--- config.mk ---
export PLATFORM = sky130hd
export DESIGN_NAME = fault_trip_ctrl
export DESIGN_NICKNAME = d
export VERILOG_FILES = /design/src/rtl/power_fault_pkg.sv /design/src/rtl/us_tick_gen.sv /design/src/rtl/fault_trip_ctrl.sv
export SDC_FILE = /design/constraint.sdc
export NUM_CORES = 1
export LEC_CHECK = 0
export ABC_AREA = 1
export CORE_MARGIN = 5
export CORE_UTILIZATION = 54
export CTS_BUF_LIST = sky130_fd_sc_hd__clkbuf_2 sky130_fd_sc_hd__clkbuf_4 sky130_fd_sc_hd__clkbuf_8
export DETAILED_ROUTE_END_ITERATION = 10
export PLACE_DENSITY = 0.9
export SLEW_MARGIN = 10
export SYNTH_ARGS = -nofsm -noshare
export SYNTH_HDL_FRONTEND = slang
export SYNTH_HIERARCHICAL = 1
export SYNTH_SLANG_ARGS = --single-unit
--- constraint.sdc ---
create_clock -name clk -period 2.4 [get_ports clk]
set_clock_uncertainty 0.15 [all_clocks]
set_input_delay 0.48 -clock clk [delete_from_list [all_inputs] [get_ports clk]]
set_output_delay 0.48 -clock clk [all_outputs]
set_load 0.01 [all_outputs]
--- src/rtl/power_fault_pkg.sv ---
// Shared types and helpers for the power-unit fault/trip logic.
//   trip_state_e   : trip controller FSM encoding (debug-visible)
//   FAULT_CNT_W    : width of the saturating trip counter
//   lowest_set_idx : priority encoder, lowest set bit wins
package power_fault_pkg;

  localparam int unsigned STATE_W     = 3;
  localparam int unsigned FAULT_CNT_W = 8;
  localparam int unsigned MAX_CH      = 16;
  localparam int unsigned MAX_IDX_W   = 4;

  typedef enum logic [STATE_W-1:0] {
    ST_RUN      = 3'd0,
    ST_TRIP     = 3'd1,
    ST_LOCKOUT  = 3'd2,
    ST_WAIT_CLR = 3'd3,
    ST_CLEARING = 3'd4,
    ST_SETTLE   = 3'd5
  } trip_state_e;

  // Index of the lowest set bit; 0 when the vector is empty.
  function automatic logic [MAX_IDX_W-1:0] lowest_set_idx(input logic [MAX_CH-1:0] vec);
    lowest_set_idx = '0;
    for (int i = MAX_CH - 1; i >= 0; i--) begin
      if (vec[i]) lowest_set_idx = MAX_IDX_W'(i);
    end
  endfunction

endpackage

--- src/rtl/us_tick_gen.sv ---
// 1 us tick generator: synchronises the free-running time_1us square wave
// into clk and emits a one-clk tick on its falling edge.
//   clk, rst_n : clock, async active-low reset
//   time_1us   : asynchronous 1 us square timebase
//   tick       : 1 for one clk when the synchronised timebase falls
module us_tick_gen (
  input  logic clk,
  input  logic rst_n,
  input  logic time_1us,
  output logic tick
);

  // sync_q[0] is the newest sample, sync_q[1] the older one
  logic [1:0] sync_q;

  always_ff @(posedge clk or negedge rst_n) begin
    if (!rst_n) begin
      sync_q <= 2'b00;
    end else begin
      sync_q <= {sync_q[0], time_1us};
    end
  end

  assign tick = (sync_q == 2'b10);

endmodule

--- src/rtl/fault_trip_ctrl.sv ---
// Central trip controller: latches unmasked fault flags, blocks PWM on the
// first one, holds a minimum lockout, accepts a software clear, pulses the
// detectors' reset_unit and re-arms after a fault-free settle window.
//   clk, rst_n        : clock, async active-low reset
//   time_1us          : async 1 us timebase
//   fault_in/mask     : per-channel fault flags / ignore mask
//   lockout_us        : minimum lockout in 1 us ticks
//   clr_req           : single-cycle clear request
//   pwm_block         : 1 = gate drive disabled
//   fault_latched     : sticky unmasked faults since last clear
//   first_fault_id/vld: channel that caused the trip
//   fault_cnt         : saturating trip counter
//   reset_unit        : clear pulse to the detectors
//   clr_ack/clr_nack  : re-armed / clear rejected pulses
//   state             : FSM state readback
module fault_trip_ctrl
  import power_fault_pkg::*;
#(
  parameter int unsigned N_CH       = 8,
  parameter int unsigned LOCK_W     = 16,
  parameter int unsigned RST_CYCLES = 4,
  parameter int unsigned SETTLE_US  = 10
) (
  input  logic                       clk,
  input  logic                       rst_n,
  input  logic                       time_1us,
  input  logic [N_CH-1:0]            fault_in,
  input  logic [N_CH-1:0]            fault_mask,
  input  logic [LOCK_W-1:0]          lockout_us,
  input  logic                       clr_req,
  output logic                       pwm_block,
  output logic [N_CH-1:0]            fault_latched,
  output logic [$clog2(N_CH)-1:0]    first_fault_id,
  output logic                       first_fault_vld,
  output logic [FAULT_CNT_W-1:0]     fault_cnt,
  output logic                       reset_unit,
  output logic                       clr_ack,
  output logic                       clr_nack,
  output logic [STATE_W-1:0]         state
);

  localparam int unsigned ID_W   = $clog2(N_CH);
  localparam int unsigned SET_W  = $clog2(SETTLE_US + 1);
  localparam int unsigned RCNT_W = (RST_CYCLES > 1) ? $clog2(RST_CYCLES) : 1;

  logic tick;

  us_tick_gen u_tick (
    .clk      (clk),
    .rst_n    (rst_n),
    .time_1us (time_1us),
    .tick     (tick)
  );

  trip_state_e             state_q, state_d;
  logic                    pwm_block_q, pwm_block_d;
  logic [N_CH-1:0]         latched_q, latched_d;
  logic [ID_W-1:0]         ffid_q, ffid_d;
  logic                    ffvld_q, ffvld_d;
  logic [FAULT_CNT_W-1:0]  fcnt_q, fcnt_d;
  logic                    reset_unit_q, reset_unit_d;
  logic                    clr_ack_q, clr_ack_d;
  logic                    clr_nack_q, clr_nack_d;
  logic [LOCK_W-1:0]       lock_cnt_q, lock_cnt_d;
  logic [SET_W-1:0]        settle_cnt_q, settle_cnt_d;
  logic [RCNT_W-1:0]       rst_cnt_q, rst_cnt_d;
  logic [N_CH-1:0]         act;
  logic                    any_act;

  // Next-state and output decode
  always_comb begin
    act          = fault_in & ~fault_mask;
    any_act      = |act;
    state_d      = state_q;
    pwm_block_d  = pwm_block_q;
    latched_d    = latched_q;
    ffid_d       = ffid_q;
    ffvld_d      = ffvld_q;
    fcnt_d       = fcnt_q;
    reset_unit_d = 1'b0;
    clr_ack_d    = 1'b0;
    lock_cnt_d   = lock_cnt_q;
    settle_cnt_d = settle_cnt_q;
    rst_cnt_d    = rst_cnt_q;
    // Only a clean clear in WAIT_CLR is accepted; anything else is nacked
    clr_nack_d   = clr_req & ~((state_q == ST_WAIT_CLR) & ~any_act);

    if (((state_q == ST_RUN) || (state_q == ST_SETTLE)) && any_act) begin
      state_d     = ST_TRIP;
      pwm_block_d = 1'b1;
      latched_d   = latched_q | act;
      ffid_d      = ID_W'(lowest_set_idx(MAX_CH'(act)));
      ffvld_d     = 1'b1;
      if (fcnt_q != '1) fcnt_d = fcnt_q + FAULT_CNT_W'(1);
    end else begin
      case (state_q)
        ST_RUN: pwm_block_d = 1'b0;
        ST_TRIP: begin
          lock_cnt_d = '0;
          latched_d  = latched_q | act;
          state_d    = ST_LOCKOUT;
        end
        ST_LOCKOUT: begin
          latched_d = latched_q | act;
          if (lock_cnt_q >= lockout_us) state_d = ST_WAIT_CLR;
          if (tick && (lock_cnt_q != '1)) lock_cnt_d = lock_cnt_q + LOCK_W'(1);
        end
        ST_WAIT_CLR: begin
          if (clr_req && !any_act) begin
            state_d      = ST_CLEARING;
            latched_d    = '0;
            ffid_d       = '0;
            ffvld_d      = 1'b0;
            reset_unit_d = 1'b1;
            rst_cnt_d    = '0;
          end else begin
            latched_d = latched_q | act;
          end
        end
        ST_CLEARING: begin
          // Latch held clear: the clear wins over any fault seen here
          latched_d = '0;
          if (rst_cnt_q == RCNT_W'(RST_CYCLES - 1)) begin
            state_d      = ST_SETTLE;
            settle_cnt_d = '0;
          end else begin
            rst_cnt_d    = rst_cnt_q + RCNT_W'(1);
            reset_unit_d = 1'b1;
          end
        end
        ST_SETTLE: begin
          pwm_block_d = 1'b1;
          if (settle_cnt_q == SET_W'(SETTLE_US)) begin
            state_d     = ST_RUN;
            pwm_block_d = 1'b0;
            clr_ack_d   = 1'b1;
          end else if (tick) begin
            settle_cnt_d = settle_cnt_q + SET_W'(1);
          end
        end
        default: begin
          state_d      = ST_SETTLE;
          settle_cnt_d = '0;
          pwm_block_d  = 1'b1;
        end
      endcase
    end
  end

  // State and output registers; power up blocked and self-arming
  always_ff @(posedge clk or negedge rst_n) begin
    if (!rst_n) begin
      state_q      <= ST_SETTLE;
      pwm_block_q  <= 1'b1;
      latched_q    <= '0;
      ffid_q       <= '0;
      ffvld_q      <= 1'b0;
      fcnt_q       <= '0;
      reset_unit_q <= 1'b0;
      clr_ack_q    <= 1'b0;
      clr_nack_q   <= 1'b0;
      lock_cnt_q   <= '0;
      settle_cnt_q <= '0;
      rst_cnt_q    <= '0;
    end else begin
      state_q      <= state_d;
      pwm_block_q  <= pwm_block_d;
      latched_q    <= latched_d;
      ffid_q       <= ffid_d;
      ffvld_q      <= ffvld_d;
      fcnt_q       <= fcnt_d;
      reset_unit_q <= reset_unit_d;
      clr_ack_q    <= clr_ack_d;
      clr_nack_q   <= clr_nack_d;
      lock_cnt_q   <= lock_cnt_d;
      settle_cnt_q <= settle_cnt_d;
      rst_cnt_q    <= rst_cnt_d;
    end
  end

  assign pwm_block       = pwm_block_q;
  assign fault_latched   = latched_q;
  assign first_fault_id  = ffid_q;
  assign first_fault_vld = ffvld_q;
  assign fault_cnt       = fcnt_q;
  assign reset_unit      = reset_unit_q;
  assign clr_ack         = clr_ack_q;
  assign clr_nack        = clr_nack_q;
  assign state           = state_q;

endmodule

# Word-level counts from Yosys, hierarchy flattened
# Cells that the tools add are included.
# W data, S select, Z words.
# totals
output_inout_bits	27
register_bits	51
# op_classes
add_sub_neg	4
n_eq_ne	22
muxes	42
reduce_logical	21
n_lt_le_gt_ge	1
bitwise_logic	9
# op_table
op	n
$mux W3	16
$pmux W16 S2	1
$pmux W8 S3	1
$pmux W3 S6	1
$add A16 B1 Y16 const B	1
$ge A16 B16 Y1	1
$mux W16	1
$mux W8	2
$ne A16 B16 Y1 const B	1
$mux W4	3
$pmux W4 S3	1
$mux W1	11
$ne A2 B2 Y1 const B	5
$reduce_and A5 Y1	2
$add A8 B1 Y8 const B	1
$and A8 B8 Y8	1
$ne A8 B8 Y1 const B	1
$not A8 Y8	1
$or A8 B8 Y8	1
$reduce_bool A2 Y1	4
$reduce_or A4 Y1	2
$reduce_or A8 Y1	1
$eq A3 B2 Y1 const B	2
$eq A3 B3 Y1 const B	2
other kinds (23)	36

# Longest topological paths before layout
# logic_depth
ltp_word	11
depth_mapped	16
ltp_nobuf	16

# Cells and area by module
# Netlist, hierarchy kept.
# by_module_without_submodules
module	seq_area_each_um2	cells_each	n_inst	area_each_um2
fault_trip_ctrl	1229.9	407	1	3086.7
us_tick_gen	50.0	4	1	60.1

# Least setup slack after synthesis
# No wires, ideal clock.
# synth_timing
path_kind	reg-to-reg
from	register state_q[0], in the netlist state[0]
to	register fcnt_q[6], in the netlist fault_cnt[6]
path_buffers	0
path_slack_ps	518
required_time_ps	2125
arrival_time_ps	1607
path_stages_with_launch	13
setup_ps	125
period_less_slack_ps	1882
path_cell_list	dfstp_2 inv_2 nor2_4 inv_2 nor2_4 inv_2 nand2_2 nand2_4 clkinv_2 nand2_4 nor2_2 nand3_1 xnor2_1
# synth_via
elab_chain_len	4
word_cells_on_any_way	5
cone_classes	eq/ne: 1; reduce/logical: 4
# synth_lines
element	line_no	rtl
start: declaration	fault_trip_ctrl.sv:55	trip_state_e state_q, state_d;
start signal: assignment	fault_trip_ctrl.sv:166	state_q <= state_d;
$eq A3 B3 Y1 / $logic_not A3 Y1 (equally long branches)	fault_trip_ctrl.sv:88	if (((state_q == ST_RUN) || (state_q == ST_SETTLE)) && any_act) begin
$logic_or A1 B1 Y1 *	fault_trip_ctrl.sv:88	
$logic_and A1 B1 Y1 *	fault_trip_ctrl.sv:88	
$reduce_and A2 Y1 (no source line) *	-	
end signal: assignment	fault_trip_ctrl.sv:171	fcnt_q <= fcnt_d;
end: declaration	fault_trip_ctrl.sv:60	logic [FAULT_CNT_W-1:0] fcnt_q, fcnt_d;
# Every way passes the cells marked *; elsewhere a longest branch is shown, timed or not.
# A chain may end at the register's enable or synchronous reset.

# Final worst setup path
# layout_timing
from	input lockout_us[7]
to	register state_q[1], in the netlist state[1]
# layout_via
elab_chain_len	3
# layout_lines
element	line_no	rtl
start: declaration	fault_trip_ctrl.sv:29	input logic [LOCK_W-1:0] lockout_us,
$ge A16 B16 Y1	fault_trip_ctrl.sv:105	if (lock_cnt_q >= lockout_us) state_d = ST_WAIT_CLR;
$ne A3 B3 Y1 (no source line)	-	
$reduce_and A5 Y1 (no source line)	-	
# Every way passes these cells.

==> results_dict.tcl <==
set metrics [dict create \
    netSwitchingPower_w 0.00148 \
    setup_slack_ps 235 \
    utilization_pct 71.4 \
    setup_total_negative_slack_ps 0 \
    dp_hpwl_mm 5.97 \
    first_pass_grt_wire_length_mm 13.2 \
    synth-simple-area-share_pct 29.9 \
    reg2reg_slack_ps 290 \
    clk_pin_slew_worst_paths_ps 90 \
    post_synth_fa_ha_maj_area_fraction_pct 8.35 \
    top_usage_layer "met2" \
    routed-via-count 2906 \
    longest_clk_path_bufs 2 \
    cts-root-buf "clkbuf_8" \
    layout-drive-gt1-share_pct 7.82 \
    synthesis.instances 411 \
    yosysWarnings 6 \
    synth_fp_nets 468 \
    syn-mean-instance-area_um2 7.66 \
    die-height_um 86.3 \
    detail_route.wirelength_mm 7.43 \
    tightestPinTransition_ps 572 \
    timing.rr.start "lock_cnt_q[1]" \
    first_global_vias 3014 \
    floorplan.initialDensity_pct 56.5 \
    achievable-frequency_mhz 462 \
    die-width_um 86.3 \
    groute.usage.overall_pct 21.5 \
    cts.hold.buffers_added 0 \
    multiInputGateArea_um2 1600 \
    internal_power_w 0.00206 \
    grt_setup_unrepaired "no" \
    core.rowCount 27 \
    worst_path_largest_cell_delay_ps 450 \
    first_pass_iters 5 \
    placed_cells_incl_taps 550 \
    leading_cell_types_in_the_layout_fill_and_taps_excluded "119 x nand2_1, 61 x clkdlybuf4s50_1, 60 x inv_1" \
    cts-htree-levels 2 \
    layout.cells.most_common "nand2_1" \
    post_synth_mux_area_share_pct 0.358 \
    critPathRequiredTime_ps 2460 \
    power_density_nw_per_um2 890 \
    static-leakage-power_nw 2.07 \
    antenna-diode-count 0 \
    synth-seq-area-share_pct 40.7 \
    post_synthesis_compound_gate_area_fraction_pct 6.04 \
    worstSetupEndpointType "flip-flop" \
    tritoncts_num_sinks 51 \
    worstSetupStartpointType "input pin" \
    run_status "finished clean" \
    largest_family_of_logic_cells_by_synthesized_area "simple AND/OR/NAND/NOR gates" \
    worst_slew_margin_rel_pct 61.9 \
    maxCapViolCount 0 \
    drt_iter0_drc 161 \
    grt_util_met3_pct 3.90 \
    fill_cells 431 \
    area.sequential_um2 1280 \
    synth.largest_area_cell "dfrtp_1" \
    hold_class "input pin to async pin" \
    vias_per_cell 5.21 \
    final-setup-viol-count 0 \
    worst-path-max-fanout 4 \
    final_period_minus_worst_setup_slack_ps 2170 \
    synth_area_um2 3150 \
    path_buf_inv 3 \
    library_cell_contributing_the_largest_single_delay_on_the_critical_path "clkdlybuf4s50_1" \
    tritoncts "done" \
    critical_path_cell_list "clkdlybuf4s50_1 -> inv_1 -> ha_1 -> nand2_1 -> inv_1 -> nand2_1 -> nor2_1 -> nor2_1 -> nand2_1 -> nand2_1 -> nand2_1 -> nand2_1 -> nand2_1 -> nand3_1 -> nand2_1 -> nand2_1" \
    share_seq_of_total_power_pct 36.8 \
    grt_antenna_before_repair 0 \
    globalRouteMet2Util_pct 38.1 \
    pwr-share-comb_pct 49.2 \
    ant_nets 0 \
    core_area_um2 5570 \
    drv_slew 0 \
    timing_worst_setup_path_type "input pin to flip-flop" \
    r2r_end "lock_cnt_q[0]" \
    flow.area_growth_from_synthesis_pct 26.4 \
    synth-xor-area-share_pct 6.12 \
    timing.hold.ws_ps 1.77 \
    instances_no_fill 558 \
    part_of_the_total_power_dissipated_in_the_clock_network_pct 14.0 \
    synth-seq-cells 51 \
    switching_share_pct 41.8 \
    period_share_pct 90.2 \
    routedWlPerCell_um 13.3 \
    die_area_um2 7450 \
    number_of_gates_resized_after_cts 0 \
    globalplace.congestion 0.850 \
    pin_count 63 \
    grt_overflow_total 0 \
    netlist_cell_types 29 \
    place.port_buffers 62 \
    synthDominantCellAreaShare_pct 38.2 \
    gr-usage-met1_pct 26.7 \
    grt_start_max_net_pins 25 \
    post-place-ws_ps -71.4 \
    crit_arrival_ps 2230 \
    nets 542 \
    critical-path-top-cell-by-count "nand2_1" \
    final_hold_viol_count 0 \
    timing.reg2reg.worst_path_depth 12 \
    path_delay_family "simple AND/OR/NAND/NOR gates" \
    max-vdd-ir-drop_v 0.000633 \
    drcViolationCount 0 \
    insertion_delay_ps 310 \
    post-cts-setup-buffer-count 0 \
    yosys-top-cells-area "dfrtp_1 38%, nand2_1 14%, ha_1 8.3%" \
    numCtsBuffers 5 \
]
## worst reg2reg max path, cell delays in order (launching register included)
cell	delay, ps
dfrtp_1	410
ha_1	220
nand2_1	60
inv_1	100
nand2_1	110
nor2_2	160
nand2_1	60
o21ai_1	120
nand2_1	80
nand2_2	170
inv_2	160
nand3_1	100
o21ai_0	90
## registers in the layout, summed over array words and instances (netlist names), 2 cells and up
| name | flops |
|---|---|
| settle_cnt_q | 4 |
| lock_cnt_q | 16 |
| u_tick/sync_q | 2 |
| fault_cnt | 8 |
| first_fault_id | 3 |
| rst_cnt_q | 2 |
| state | 3 |
| fault_latched | 8 |
## per-layer routing
layer,wire (um),share of wire (%),vias up
li1,-,-,1458
met1,3180,43,1351
met2,3730,50,82
met3,387,5.2,15
met4,140,1.9,0
met5,0,0,-
## metrics by stage
step                      power, W  area, um2
after floorplan            0.00230       3150
after global placement     0.00296       3890
after detailed placement   0.00306       3890
after CTS                  0.00357       3980
after global routing       0.00382       3980
final                      0.00354       3980
## power groups by stage
| stage | registers, W | logic (W) | clock network (W) |
|---|---|---|---|
| 2_1_floorplan | 0.00137 | 0.000928 | 0 |
| 3_3_place_gp | 0.00130 | 0.00166 | 0 |
| 3_5_place_dp | 0.00131 | 0.00174 | 0 |
| 4_1_cts | 0.00130 | 0.00176 | 0.000508 |
| 5_1_grt | 0.00134 | 0.00194 | 0.000541 |
| 6_report | 0.00130 | 0.00174 | 0.000497 |
## synthesized netlist by cell type (all sizes together)
master / count
ha: 21
o21ai: 15
a21oi: 9
xnor2: 9
a31oi: 6
dfrtp: 48
nand2: 123
mux2: 1
dfstp: 3
nor2: 42
nor4: 2
clkinv: 1
xor2: 13
buf: 2
nand3: 28
o31ai: 3
o211a: 1
clkbuf: 1
nor3: 9
nand4: 10
inv: 64
## how the worst max path moves through the flow
| stage | startpoint | cells past startpoint | slack [ps] | to |
|---|---|---|---|---|
| 4_1_cts | fault_mask[1] | 10 | 260 | fault_cnt[1] |
| 5_1_grt | fault_mask[0] | 14 | 20 | state[1] |
| 6_report | lockout_us[7] | 16 | 230 | state[1] |
| 3_3_place_gp | lockout_us[7] | 16 | 30 | state[1] |
| 2_1_floorplan | state[0] | 12 | 520 | fault_cnt[6] |
| 3_5_place_dp | lockout_us[7] | 16 | -70 | state[1] |
## layout make-up
type | count | area share [%]
well taps | 72 | 2.26
repair buffers | 70 | 17.0
inverters | 65 | 6.16
clock buffers | 5 | 1.73
clock inverters | 3 | 0.503
flip-flops and latches | 51 | 32.2
multi-input cells | 292 | 40.2
## kinds of logic after synthesis
logic type | count (synthesis)
flip-flops | 51
XOR/XNOR | 22
AO/OA/AOI/OAI | 34
AND/OR/NAND/NOR | 214
buffers and inverters | 68
adder cells (fa/ha/maj) | 21
multiplexers | 1
(Power assumes the default switching activity.)
==> RTL edit 1: new RTL, config.mk and constraints unchanged <==
Put one more register stage on the output `fault_latched`, cleared by the reset. The value now appears one clock later. The other outputs are not delayed to match.
--- a/src/rtl/fault_trip_ctrl.sv
+++ b/src/rtl/fault_trip_ctrl.sv
@@ -181,3 +181,9 @@
   assign pwm_block       = pwm_block_q;
-  assign fault_latched   = latched_q;
+  always_ff @(posedge clk or negedge rst_n) begin
+    if (!rst_n) begin
+      fault_latched <= '0;
+    end else begin
+      fault_latched <= latched_q;
+    end
+  end
   assign first_fault_id  = ffid_q;
Function: changed (Yosys sat finds a counterexample within 4 cycles, from zero or initial values and one cycle with rst_n low).
==> RTL edit 1 against the unedited design <==
  * Area after synthesis is 8.8% higher
  * Count of clock-buffer cells in the layout up 4
  * Critical path depth unchanged
  * Critical path type unchanged
  * Highest routed layer unchanged
  * Setup slack worse by 0.026 ns
  * Clock power grew 110%
  * Total power rose by 22%
  * Design area grew 10%
  * Largest power group unchanged
  * Sequential cell count grew 8
  * Routed wire length rose by 6.6%
==> RTL edit 1: results (changes against the unedited design) <==
Post-Synth XOR/XNOR Area=4.60% (-1.5 points); CTS H-tree depth=3 (+1); reg2reg start=lock_cnt_q[5]$_DFFE_PN0P_; syn nets=475 (+1.5%); worst hold path type=reg2reg; Reg2Reg Capture Point=state[1]$_DFFE_PN0P_; clk sinks=59 (+16%); Distinct cells, synth=33 (+14%); Power Density=984 mW/mm^2 (+11%); hold_ws=0.235 ns (+0.233 ns); Multi-In Gates=291 (-0.34%); fraction of area in registers=33.7% (+1.5 points); fillers=475 (+10%); WL met2=3.92 mm (+5.3%); reg2reg path depth=14 (+2); ClkCell Share=5.07% (+2.8 points); Metal-1 WL=3.24 mm (+2.0%); outcome=finished clean; VDD IR max=0.652 mV (+3.0%); sequential share of the synthesized area=43.2% (+2.5 points); mux share of post-synthesis cell area=1.17% (+0.81 points); arrival time at the worst endpoint=2.28 ns (+0.05 ns); vias in the first global route=3187 (+5.7%); iteration-0 DRC count of the detailed router=277 (+72%); met3 WL=591 microns (+53%); Syn Inst Count=418 (+1.7%); Nets=551 (+1.7%); fin crit period=2.19 ns (+0.0258 ns)
## RTL edit 1: cell types whose count changed in the layout (fill, tap and decap cells not counted), moves of 5 or more
cell / change
nand2_1: -20
dfrtp_1: +8
o21ai_2: +8
xnor2_1: -8
nor3_1: +5
## RTL edit 1: critical path, cell delays in order
cell,delay (ns)
clkdlybuf4s50_1,0.45
inv_1,0.04
ha_1,0.28
nand2_1,0.05
inv_1,0.07
nand2_1,0.07
nor2_1,0.11
nor2_1,0.05
nand2_1,0.06
nand2_1,0.06
nand2_1,0.08
nand2_1,0.05
nand2_1,0.13
nand3_1,0.15
nand2_1,0.10
nand2_1,0.05
## RTL edit 1: layer usage
layer,vias to the layer above,GRT usage (%)
li1,1499,-
met1,1432,27.2
met2,106,37.4
met3,20,6.66
met4,0,10.6
met5,-,0
## RTL edit 1: report_power, final
group	total, mW	internal [mW]	switching [mW]
registers	1.55	1.30	0.242
logic	1.76	0.751	1.00
clock network	1.02	0.591	0.432
total	4.32	2.65	1.68
==> RTL edit 2: new RTL, config.mk and constraints unchanged <==
Made on the original files. `SETTLE_US`: 10 -> 20.
--- a/src/rtl/fault_trip_ctrl.sv
+++ b/src/rtl/fault_trip_ctrl.sv
@@ -21,3 +21,3 @@
   parameter int unsigned RST_CYCLES = 4,
-  parameter int unsigned SETTLE_US  = 10
+  parameter int unsigned SETTLE_US  = 20
 ) (
Function: same outputs for any inputs over 10 cycles, from zero or initial values and one cycle with rst_n low; that may be too few to reach the edited logic, so the function may still have changed.
==> RTL edit 2 against the unedited design <==
  * Sequential cell count grew 1
  * Die area rose by 2.7%
  * Register-to-register slack got worse by 0.10 ns
  * Global-route usage shrank 0.35 points
  * Combinational power grew 5%
  * Design area rose by 4.4%
  * Non-clock buffer count up 2
  * Total power increased by 5.8%
  * Maximum frequency fell by 2.0%
  * Clock power grew 21%
  * Routed wire length increased by 0.74%
  * Area after synthesis up 3.1%
  * Hold slack improved by 0.025 ns
  * Setup slack lost 0.045 ns
  * Critical path type unchanged
  * Largest power group unchanged
  * Highest routed layer unchanged
==> RTL edit 2: results (changes against the unedited design) <==
outcome=finished clean; vias in the first global route=2992 (-0.73%); fin crit period=2.21 ns (+0.0453 ns); Vias/cell=5.15 (-1.0%); final cell count without fillers=577 (+3.4%); Synth top cells by count=120 x nand2_1, 68 x inv_1, 49 x dfrtp_1; Internal=2.26 mW (+9.6%); Post-Place Worst Slack=-0.108 ns (-0.0367 ns); DR WL/cell=13.0 microns (-2.6%); Reg2Reg Capture Point=lock_cnt_q[10]$_DFFE_PN0P_; top post-synthesis cells by area=dfrtp_1 38%, nand2_1 14%, ha_1 8.1%; syn nets=482 (+3.0%); reg2reg path depth=10 (-2); Nets=558 (+3.0%); WL met2=3.80 mm (+1.9%); Lkg Pwr=2.15 nW (+3.7%); first-pass GRT wire length=13.1 mm (-0.84%); mean post-synth cell area=7.63 sq um (-0.33%); CP max stage delay=0.45 ns (about the same); iteration-0 DRC count of the detailed router=233 (+45%); sequential share of the synthesized area=40.2% (-0.44 points); Clock net power=0.602 mW (+21%); CP max-delay cell=clkdlybuf4s50_1; Distinct cells, synth=30 (+3.4%); met3 WL=272 microns (-30%); warning count from the yosys run=6 (unchanged); Detailed Place HPWL=5.76 mm (-3.5%); Metal-1 WL=3.32 mm (+4.5%); Placer Congestion=0.827 (-2.7%); port bufs=62 (unchanged); VDD IR max=0.838 mV (+32%); share of post-route cells with drive strength above 1=9.16% (+1.3 points); largest net degree at the start of global routing=28 (+12%); Sequential Power Share=35.0% (-1.8 points); Worst-Margin Slew=0.616 ns (+0.0440 ns); R2R setup slack=0.19 ns (-0.10 ns); gr usage total=21.2% (-0.35 points); DP Cell Count=569 (+3.5%); clock power share=16.1% (+2.1 points)
## RTL edit 2: area by class of cell
class | count | area (sq um)
fillers | 435 | 1730
repair buffers | 72 | 728
clock inverters | 3 | 42.5
flip-flops and latches | 52 | 1310
inverters | 70 | 263
well taps | 75 | 93.8
multi-input cells | 300 | 1650
clock buffers | 5 | 68.8
## RTL edit 2: layer usage
layer / track usage (%) / vias up
li1: - / 1494
met4: 7.25 / 0
met5: 0 / -
met1: 27.0 / 1385
met2: 36.7 / 83
met3: 2.84 / 12
## RTL edit 2: timing repair
item,CTS,global route
setup buffers,0,0
resized for setup,0,2
setup endpoints to repair,0,5
## RTL edit 2: logic make-up after synthesis
family	count (synthesis)	synth area share, %
simple gates	220	29.5
fa+ha+maj	21	8.10
xor+xnor	20	5.40
buf+inv	73	8.91
flops	52	40.2
mux	1	0.347
compound gates	38	7.48
## RTL edit 2: how the worst min path moves through the flow
stage                          startpoint                          to  slack [ns]
6_report                            rst_n   lock_cnt_q[9]$_DFFE_PN0P_        0.03
5_1_grt                             rst_n  lock_cnt_q[11]$_DFFE_PN0P_        0.07
4_1_cts                             rst_n   lock_cnt_q[9]$_DFFE_PN0P_        0.04
3_5_place_dp   u_tick/sync_q[0]$_DFF_PN0_  u_tick/sync_q[1]$_DFF_PN0_        0.24
3_3_place_gp   u_tick/sync_q[0]$_DFF_PN0_  u_tick/sync_q[1]$_DFF_PN0_        0.23
2_1_floorplan                       rst_n           clr_ack$_DFF_PN0_        0.03
## RTL edit 2: stage by stage
step	utilization (%)	area (sq um)
2_1_floorplan	-	3240
5_1_grt	70.6	4150
3_3_place_gp	68.6	4040
4_1_cts	70.5	4150
6_report	70.6	4150
3_5_place_dp	68.6	4040
